**src/rtl/mem_access_sequencer.sv**
```systemverilog
// Arbitrates the shared memory bus between instruction fetch and load/store, running one
// fixed-length access at a time and returning a one-cycle done pulse with the read data.
module mem_access_sequencer #(
    parameter int unsigned WAIT_CYCLES   = 2,
    parameter int unsigned MAX_LS_STREAK = 4
) (
    input  logic        CLK,
    input  logic        RST,
    input  logic        if_req,
    input  logic [15:0] if_addr,
    output logic        if_done,
    output logic [31:0] if_data,
    input  logic        ls_req,
    input  logic        ls_rw,
    input  logic [15:0] ls_addr,
    input  logic [31:0] ls_wdata,
    output logic        ls_done,
    output logic [31:0] ls_rdata,
    output logic        mem_en,
    output logic        mem_rw,
    output logic [15:0] mem_addr,
    output logic [31:0] mem_wdata,
    input  logic [31:0] mem_rdata,
    output logic        busy
);

    localparam logic [3:0] WaitLoad  = 4'(WAIT_CYCLES - 1);
    localparam logic [3:0] MaxStreak = 4'(MAX_LS_STREAK);

    typedef enum logic [1:0] {StIdle, StAccess, StDone} state_e;

    state_e      state_q, state_d;
    logic        owner_ls_q, owner_ls_d;
    logic [3:0]  wait_q, wait_d;
    logic [3:0]  streak_q, streak_d;
    logic        if_done_q, if_done_d;
    logic [31:0] if_data_q, if_data_d;
    logic        ls_done_q, ls_done_d;
    logic [31:0] ls_rdata_q, ls_rdata_d;
    logic        mem_en_q, mem_en_d;
    logic        mem_rw_q, mem_rw_d;
    logic [15:0] mem_addr_q, mem_addr_d;
    logic [31:0] mem_wdata_q, mem_wdata_d;
    logic        busy_q, busy_d;

    logic grant_ls, grant_if;

    // LS wins a tie unless fetch has already lost MAX_LS_STREAK times in a row.
    assign grant_ls = ls_req && !(if_req && (streak_q == MaxStreak));
    assign grant_if = if_req && !grant_ls;

    always_ff @(posedge CLK) begin
        if (RST) begin
            state_q <= StIdle;
        end else begin
            state_q <= state_d;
        end
    end

    always_comb begin
        state_d = state_q;
        case (state_q)
            StIdle: begin
                if (grant_ls || grant_if) begin
                    state_d = StAccess;
                end
            end
            StAccess: begin
                if (wait_q == 4'd0) begin
                    state_d = StDone;
                end
            end
            StDone:  state_d = StIdle;
            default: state_d = StIdle;
        endcase
    end

    always_comb begin
        owner_ls_d  = owner_ls_q;
        wait_d      = wait_q;
        streak_d    = streak_q;
        if_done_d   = 1'b0;
        if_data_d   = if_data_q;
        ls_done_d   = 1'b0;
        ls_rdata_d  = ls_rdata_q;
        mem_en_d    = mem_en_q;
        mem_rw_d    = mem_rw_q;
        mem_addr_d  = mem_addr_q;
        mem_wdata_d = mem_wdata_q;
        case (state_q)
            StIdle: begin
                if (grant_ls || grant_if) begin
                    owner_ls_d = grant_ls;
                    mem_en_d   = 1'b1;
                    mem_rw_d   = grant_ls && ls_rw;
                    mem_addr_d = grant_ls ? ls_addr : if_addr;
                    wait_d     = WaitLoad;
                    if (grant_ls) begin
                        mem_wdata_d = ls_wdata;
                    end
                    if (grant_ls && if_req) begin
                        streak_d = (streak_q == MaxStreak) ? MaxStreak : streak_q + 4'd1;
                    end else begin
                        streak_d = 4'd0;
                    end
                end
            end
            StAccess: begin
                if (wait_q == 4'd0) begin
                    mem_en_d = 1'b0;
                    mem_rw_d = 1'b0;
                    if (owner_ls_q) begin
                        ls_done_d = 1'b1;
                        if (!mem_rw_q) begin
                            ls_rdata_d = mem_rdata;
                        end
                    end else begin
                        if_done_d = 1'b1;
                        if_data_d = mem_rdata;
                    end
                end else begin
                    wait_d = wait_q - 4'd1;
                end
            end
            default: ;
        endcase
        busy_d = (state_d != StIdle);
    end

    always_ff @(posedge CLK) begin
        if (RST) begin
            owner_ls_q  <= 1'b0;
            wait_q      <= 4'd0;
            streak_q    <= 4'd0;
            if_done_q   <= 1'b0;
            if_data_q   <= 32'd0;
            ls_done_q   <= 1'b0;
            ls_rdata_q  <= 32'd0;
            mem_en_q    <= 1'b0;
            mem_rw_q    <= 1'b0;
            mem_addr_q  <= 16'd0;
            mem_wdata_q <= 32'd0;
            busy_q      <= 1'b0;
        end else begin
            owner_ls_q  <= owner_ls_d;
            wait_q      <= wait_d;
            streak_q    <= streak_d;
            if_done_q   <= if_done_d;
            if_data_q   <= if_data_d;
            ls_done_q   <= ls_done_d;
            ls_rdata_q  <= ls_rdata_d;
            mem_en_q    <= mem_en_d;
            mem_rw_q    <= mem_rw_d;
            mem_addr_q  <= mem_addr_d;
            mem_wdata_q <= mem_wdata_d;
            busy_q      <= busy_d;
        end
    end

    assign if_done   = if_done_q;
    assign if_data   = if_data_q;
    assign ls_done   = ls_done_q;
    assign ls_rdata  = ls_rdata_q;
    assign mem_en    = mem_en_q;
    assign mem_rw    = mem_rw_q;
    assign mem_addr  = mem_addr_q;
    assign mem_wdata = mem_wdata_q;
    assign busy      = busy_q;

endmodule
```
**config.mk**
```make
export PLATFORM = sky130hd
export DESIGN_NAME = mem_access_sequencer
export DESIGN_NICKNAME = d
export VERILOG_FILES = /design/src/rtl/mem_access_sequencer.sv
export SDC_FILE = /design/constraint.sdc
export NUM_CORES = 1
export LEC_CHECK = 0
export CORE_ASPECT_RATIO = 0.7
export CORE_UTILIZATION = 42
export DETAILED_ROUTE_END_ITERATION = 8
export GPL_TIMING_DRIVEN = 0
export PLACE_DENSITY = 0.81
export SETUP_SLACK_MARGIN = 0.02
export SLEW_MARGIN = 20
export SYNTH_ARGS = -nofsm -noshare
export SYNTH_HDL_FRONTEND = slang
export SYNTH_SLANG_ARGS = --single-unit
export TNS_END_PERCENT = 100
```
**constraint.sdc**
```tcl
create_clock -name CLK -period 5.28 [get_ports CLK]
set_input_delay 1.056 -clock CLK [delete_from_list [all_inputs] [get_ports CLK]]
set_output_delay 1.056 -clock CLK [all_outputs]
set_load 0.005 [all_outputs]
```
# --- Yosys cells after proc, flatten, opt, wreduce, memory -nomap -nowiden ---
# Cells that the tools add are included.
totals:
  regBits: 128
  latch_bits: 0
  ram_bits: 0
  romBits: 0
  in_bits: 101
  output_inout_bits: 117
  elab_cells: 59
  memories: 0
op_classes:
  n_addsub: 2
  mul: 0
  div_mod_pow: 0
  n_lt_le_gt_ge: 0
  eq_ne: 5
  shift: 0
  n_mux: 16
  n_bitwise: 4
  n_reduce_logical: 19
ops:
  columns: ["cell", "n"]
  rows:
  - ["two-way mux 16 bit", 1]
  - ["two-way mux 4 bit", 4]
  - ["AND reduction 3 bit", 4]
  - ["one-hot mux 4 bit (2 select lines)", 1]
  - ["!= test 2 bit, second input constant", 3]
  - ["logical AND 1 bit", 5]
  - ["two-way mux 1 bit", 5]
  - ["adder 4 x 1 -> 4 bit, second input constant", 1]
  - ["== test 4 x 3 -> 1 bit, second input constant", 1]
  - ["zero test 4 bit", 1]
  - ["two-way mux 2 bit", 2]
  - ["NOT 1 bit", 4]
  - ["one-hot mux 1 bit (2 select lines)", 2]
  - ["one-hot mux 2 bit (2 select lines)", 1]
  - ["AND reduction 4 bit", 1]
  - ["nonzero test 2 bit", 2]
  - ["subtractor 4 x 1 -> 4 bit, second input constant", 1]
  - ["OR reduction 3 bit", 1]
  - ["== test 2 x 1 -> 1 bit, second input constant", 1]
  - ["zero test 1 bit", 2]
  - ["zero test 2 bit", 1]
  - ["AND reduction 2 bit", 1]
  - ["logical OR 1 bit", 1]

# --- Logic depth before layout (Yosys ltp) ---
# Gate-level depths: netlist of run 1.
depth:
  ltp_word: 10
  depth_mapped: 9
  mapped_depth_nobuf: 6

# --- Least setup slack after synthesis of run 1 ---
# Ideal clock, no wire load.
synth_path:
  kind: "in2reg"
  start: "input if_req"
  end: "register mem_addr_q[0], in the netlist mem_addr[0]"
  setup_time_ps: 92
  arrival_ps: 2089
  required_ps: 5188
  setup_slack_ps: 3100
  path_stages: 5
  path_buffers: 2
  cell_sequence: "o21ai_0 > clkbuf_1 > clkbuf_1 > nor3_1 > nor4_1"
synth_via:
  elab_chain_len: 7
  elab_cells_between_ends: 8
synth_rtl:
  columns: ["item", "line_no", "source"]
  rows:
  - ["from (decl)", "9", "input logic if_req,"]
  - ["logical AND 1 bit", "49", "assign grant_ls = ls_req && !(if_req && (streak_q == MaxStreak));"]
  - ["zero test 1 bit", "49", null]
  - ["logical AND 1 bit", "49", null]
  - ["zero test 1 bit", "50", "assign grant_if = if_req && !grant_ls;"]
  - ["logical AND 1 bit", "50", null]
  - ["logical OR 1 bit", "92", "if (grant_ls || grant_if) begin"]
  - ["AND reduction 2 bit (no line)", null, null]
  - ["to (signal assigned)", "154", "mem_addr_q <= mem_addr_d;"]
  - ["to (decl)", "42", "logic [15:0] mem_addr_q, mem_addr_d;"]
# Parallel ways exist; a longest one is shown, timed or not.
# A chain may end at the register's enable or synchronous reset.

# --- Worst setup path in the final report of run 1 ---
layout_path:
  start: "input if_req"
  end: "register mem_addr_q[12], in the netlist mem_addr[12]"
# Same word-level chain as after synthesis.

==> key figures, run 1 <==
Logic synthesis
  • Synth Area in Adders: 0.0106
  • Warnings from Yosys: 0
  • Mapped cell area: 4710 sq um
  • Synth Instances: 592
  • Simple-gate portion of the synthesized area: 0.274
  • #FFs+latches synth: 128
  • Netlist cell types: 32
  • Post-synthesis xor/xnor area fraction: 0.00372
  • Largest family of logic cells by synthesized area: simple AND/OR/NAND/NOR gates
  • Multiplexer share of the synthesized area: 0.00239
  • Avg Synthesized Cell Area: 7.95 sq um
  • Syn_nets: 697
  • Compound-Gate Fraction of Synth Area: 0.118
  • Sequential share of the synthesized area: 0.544

Critical path
  • Crit path max-delay family: buffers and inverters
  • RR Endpoint: ls_rdata[5]$_SDFFE_PP0P_
  • Critical Path Max Stage Delay: 0.49 ns
  • Crit. End Element: register
  • WP data arrival: 2.98 ns
  • Critical path buffers and inverters: 3
  • Reg2reg path depth: 9
  • FF-to-FF setup slack: 3.17 ns
  • Slowest-stage cell, CP: clkdlybuf4s50_1
  • Launching point of the worst reg2reg path: wait_q[0]$_SDFFE_PP0P_
  • Setup crit start kind: input pin
  • Critical path class: input pin to register
  • Most frequent CP cell: clkbuf_1
  • WP data required: 5.59 ns
  • Peak fanout along the critical path: 10
  • CP Cell Sequence: clkdlybuf4s50_1 -> o21ai_0 -> clkbuf_1 -> clkbuf_1 -> nor3_1 -> nor4_1

Route
  • Vias: 5,051
  • DRC errors left: 0
  • DRT iter0 DRCs: 331
  • Routed WL: 15,100 microns
  • Vias per cell: 5.11
  • Pre-Repair DR Iteration Count: 5
  • WL/cell: 15.3 microns
  • DRT antenna net count: 0

STA
  • Final Skew: 0.00870 ns
  • Setup_tns: 0 ns
  • RSZ-0062 raised after global routing: no
  • Rel. slew slack: 0.518
  • Final WS setup: 2.62 ns
  • Achievable clock frequency: 0.375 GHz
  • Worst-margin pin slew: 0.723 ns
  • Fin. max-slew vios: 0
  • Tcrit/Tclk final: 0.505
  • Hold Vio Cnt, Final: 0
  • Min Tclk post-route: 2.66 ns
  • # setup viols final: 0

Status
  • Status: complete, no violations

Cells and area
  • Most common cell after layout, fill and taps aside: clkdlybuf4s50_1
  • Diodes inserted: 0
  • Most frequent cells in the layout: 216 x clkdlybuf4s50_1, 197 x nand2_1, 128 x dfxtp_1, 103 x a21oi_1, 36 x nor3_1
  • Fraction of layout cells with a size suffix above 1: 0.0595
  • Synthesis-to-finish area growth: 63.3%
  • Register Area: 2560 sq um
  • Nets: 932
  • Area of the multi-input gates: 1930 sq um
  • Layout fillers: 801

Place
  • Port Buf Inserts: 216
  • RePlAce Congestion: 0.815
  • Dpl hpwl: 11,000 microns
  • Pre-CTS WS: 2.21 ns

Power and ir drop
  • PD cells: 365 nW/um^2
  • Max VDD drop: 0.217 mV
  • Total power: 2810 uW
  • Static Leak: 0.00278 uW

Global routing
  • GRT Residual Overflow: 0
  • Pin count of the biggest net entering global routing: 17
  • Initial antenna violation count: 0
  • Vias in the first global route: 4,868
  • First-pass GRT wire length: 24,000 microns
  • Gr usage total: 0.264

Floorplanning
  • Initial Util: 0.443
  • Core area: 10,600 sq um
  • Ports: 218
  • Row Count: 31
  • DIE HEIGHT: 90.6 microns
  • DIE WIDTH: 129 microns
  • Die area: 11,600 sq um

Clock tree
  • Post-CTS Resized: 0
  • Num Clock Sinks: 128
  • Max clock buf depth: 2
  • Clock Latency Late Sink: 0.41 ns
  • Reg clk slew, reported paths: 0.06 ns
  • Clk root buf: clkbuf_16
  • Hold Buf Count CTS: 0
  • Post-CTS Setup Inserts: 0
  • H-tree levels: 4
  • Total CTS buffers: 17
  • CTS tree: yes

Min path
  • Hold_sp: mem_wdata[17]$_SDFFE_PP0P_
  • Hold-critical path depth: 2
  • Hold path endpoint: mem_wdata[17]$_SDFFE_PP0P_
  • Hold Path Class: register to register

Job
  • Max_cap viols: 0
==> cells in the mapped netlist <==
library cell / count / area share
nand2b_1: 3 / 0.0040
nor3_2: 1 / 0.0021
buf_6: 3 / 0.0072
and3_1: 1 / 0.0013
or4_1: 1 / 0.0016
nor3_1: 36 / 0.038
nor4b_2: 1 / 0.0032
nand3_1: 8 / 0.0085
buf_1: 1 / 0.00080
a31oi_1: 1 / 0.0013
nor4_2: 1 / 0.0027
nor4_1: 16 / 0.021
and2_1: 1 / 0.0013
nor2_1: 28 / 0.022
and4b_1: 1 / 0.0021
inv_1: 5 / 0.0040
xor2_1: 2 / 0.0037
ha_1: 4 / 0.011
or3b_1: 2 / 0.0037
mux2_2: 1 / 0.0024
nand4b_1: 1 / 0.0019
nor3b_1: 1 / 0.0016
buf_2: 12 / 0.013
nand2_1: 197 / 0.16
a21oi_1: 103 / 0.11
dfxtp_1: 128 / 0.54
nor2b_1: 1 / 0.0013
o21a_1: 1 / 0.0016
a211oi_1: 1 / 0.0016
a221o_1: 1 / 0.0021
o21ai_0: 2 / 0.0021
clkbuf_1: 27 / 0.022
==> layout make-up <==
cell class	count	share of cell area
multi-input combinational	416	0.251
clock buffer	18	0.0558
buffer	43	0.0259
inverter	5	0.00244
clock inverter	14	0.0264
tap	148	0.0241
timing repair buffer	216	0.281
sequential	128	0.333
==> cell families (layout without fill, tap and decap cells) <==
family,Yosys count,count (layout)
buffers and inverters,48,296
muxes,1,1
and+or+nand+nor,300,300
xor gates and xnor gates,2,2
DFF,128,128
adders and majority gates,4,4
AOI/OAI and AO/OA,109,109
==> tightest hold or removal path, delay by kind of cell (launching register included) <==
| kind | cells | cell delay (ns) |
|---|---|---|
| compound gates | 1 | 0.05 |
| flops | 1 | 0.31 |
| simple gates | 1 | 0.05 |
==> where the power goes <==
part	switching [uW]	total, uW	internal, uW
Combinational	221	467	245
Sequential	42.0	1080	1040
Clock	460	1260	800
==> flip-flops by register name, indices dropped and copies added (netlist names) <==
register    cells
if_data        32
ls_rdata       32
mem_wdata      32
mem_addr       16
streak_q        4
wait_q          4
state_q         2
busy            1
if_done         1
ls_done         1
mem_en          1
mem_rw          1
owner_ls_q      1
==> worst max path at each step <==
| stage | endpoint | cells after the start | start |
|---|---|---|---|
| 2_1_floorplan | mem_addr[0]$_SDFFE_PP0P_ | 5 | if_req |
| 3_3_place_gp | mem_addr[13]$_SDFFE_PP0P_ | 6 | if_req |
| 3_5_place_dp | mem_addr[12]$_SDFFE_PP0P_ | 6 | if_req |
| 4_1_cts | mem_addr[12]$_SDFFE_PP0P_ | 6 | if_req |
| 5_1_grt | mem_addr[14]$_SDFFE_PP0P_ | 6 | ls_req |
| 6_report | mem_addr[12]$_SDFFE_PP0P_ | 6 | if_req |
==> layer usage <==
metal	wire length, microns	track usage	part of all wire
met2	6950	0.427	0.46
met5	0	0	0
met4	221	0.0922	0.015
met1	6700	0.330	0.44
met3	1240	0.0818	0.082
==> through the flow <==
step                      utilization  hold slack (ns)  instance area, sq um  std cells
after floorplan                     -            0.453                  4710        592
after global placement          0.664            0.442                  7050        956
after detailed placement        0.664            0.447                  7050        956
after CTS                       0.723            0.455                  7690        988
after global routing            0.723            0.473                  7690        988
final                           0.723            0.454                  7690        988
No activity file was read; power rests on OpenSTA's default activity.
==> run 2: changes to the inputs <==
CORE_UTILIZATION = 37   (was 42)
PLACE_DENSITY = 0.76   (was 0.81)
clock period = 2.4 ns   (was 5.28 ns; I/O delays follow)
==> key figures, run 2 (same netlist as run 1, synthesis figures left out) <==
Status
  • Status: complete, no violations

Clock tree
  • Total CTS buffers: 17
  • Clk root buf: clkbuf_16
  • H-tree levels: 4
  • Clock Latency Late Sink: 0.40 ns
  • CTS tree: yes
  • Hold Buf Count CTS: 0
  • Reg clk slew, reported paths: 0.05 ns
  • Max clock buf depth: 2
  • Post-CTS Resized: 0
  • Post-CTS Setup Inserts: 0
  • Num Clock Sinks: 128

Floorplanning
  • Ports: 218
  • Initial Util: 0.379
  • Row Count: 34
  • Die area: 13,200 sq um
  • DIE WIDTH: 137 microns
  • DIE HEIGHT: 96.4 microns
  • Core area: 12,400 sq um

STA
  • Achievable clock frequency: 0.467 GHz
  • # setup viols final: 0
  • Fin. max-slew vios: 0
  • Hold Vio Cnt, Final: 0
  • Final Skew: 0.00729 ns
  • RSZ-0062 raised after global routing: no
  • Worst-margin pin slew: 0.700 ns
  • Fin Hold WS: 0.450 ns
  • Rel. slew slack: 0.533
  • Tcrit/Tclk final: 0.893
  • Min Tclk post-route: 2.14 ns

Global routing
  • Vias in the first global route: 4,439
  • Pin count of the biggest net entering global routing: 17
  • First-pass GRT wire length: 22,400 microns
  • Initial antenna violation count: 0
  • GRT Residual Overflow: 0
  • Gr usage total: 0.226

Critical path
  • Critical path class: input pin to register
  • WP data arrival: 2.44 ns
  • WP data required: 2.70 ns
  • Setup crit start kind: input pin
  • CP startpoint: if_req
  • Peak fanout along the critical path: 10
  • Launching point of the worst reg2reg path: wait_q[0]$_SDFFE_PP0P_
  • Crit. End Element: register
  • Reg2reg path depth: 8

Min path
  • Hold Path Class: register to register
  • Hold-critical path depth: 2
  • Hold_sp: mem_wdata[27]$_SDFFE_PP0P_

Job
  • Max_cap viols: 0

Cells and area
  • Diodes inserted: 0
  • Fraction of layout cells with a size suffix above 1: 0.0560
  • Most common cell after layout, fill and taps aside: clkdlybuf4s50_1
  • Synthesis-to-finish area growth: 62.7%
  • Area of the multi-input gates: 1930 sq um
  • Nets: 932
  • Layout fillers: 1,114
  • Register Area: 2560 sq um
  • Most frequent cells in the layout: 216 x clkdlybuf4s50_1, 197 x nand2_1, 128 x dfxtp_1, 103 x a21oi_1, 36 x nor3_1

Place
  • Port Buf Inserts: 216
  • RePlAce Congestion: 0.836
  • Dpl hpwl: 10,500 microns

Route
  • DRT antenna net count: 0
  • DRT iter0 DRCs: 182
  • Routed WL: 14,600 microns
  • DRC errors left: 0
  • Pre-Repair DR Iteration Count: 5
  • Vias: 4,833
  • WL/cell: 14.6 microns
  • Vias per cell: 4.83

Power and ir drop
  • Max VDD drop: 0.545 mV
  • PD cells: 779 nW/um^2
  • Static Leak: 0.00275 uW
  • Total power: 5970 uW
run 2: cell types whose count changed in the layout (fill, tap and decap cells not counted), sizes merged:
cell,previous run,this run
inv,11,5
clkinv,3,5
clkinvlp,1,2
bufinv,4,3
clkbuf,45,48
run 2: final timing paths:
check | endpoint | slack (ns)
min | mem_wdata[27]$_SDFFE_PP0P_ | 0.45
max reg2reg | ls_rdata[7]$_SDFFE_PP0P_ | 0.30
min reg2reg | mem_wdata[27]$_SDFFE_PP0P_ | 0.45
max | mem_addr[5]$_SDFFE_PP0P_ | 0.26
run 2: metrics by stage:
stage	util	setup TNS (ns)	worst slack [ns]	instances	instance area, sq um
floorplan	-	0	0.500	592	4710
global placement	0.569	-0.523	-0.0838	970	7070
detailed placement	0.569	-1.43	-0.138	970	7070
CTS	0.617	0	0.270	1001	7660
global route	0.617	0	0.0630	1001	7660
finish	0.617	0	0.257	1001	7660
run 2: area by class of cell:
cell class / count / area share
Tap cell: 162 / 0.0265
Multi-Input combinational cell: 416 / 0.252
Inverter: 5 / 0.00245
Clock inverter: 10 / 0.0180
Timing Repair Buffer: 216 / 0.282
Buffer: 43 / 0.0260
Sequential cell: 128 / 0.335
Clock buffer: 21 / 0.0588
run 2: power by group:
group / switching [uW] / internal, uW / total (uW)
Combinational: 489 / 540 / 1030
Sequential: 82.2 / 2280 / 2370
Clock: 923 / 1650 / 2580
run 2: critical path, stage by stage:
cell	delay [ns]
clkdlybuf4s50_1	0.50
o21ai_0	0.24
clkbuf_1	0.40
clkbuf_1	0.44
nor3_1	0.10
nor4_1	0.28
run 2: layer usage:
layer  global-route usage  share of wire
met1                0.289           0.46
met5                    0              0
met4               0.0806         0.0050
met3               0.0874          0.091
met2                0.348           0.45
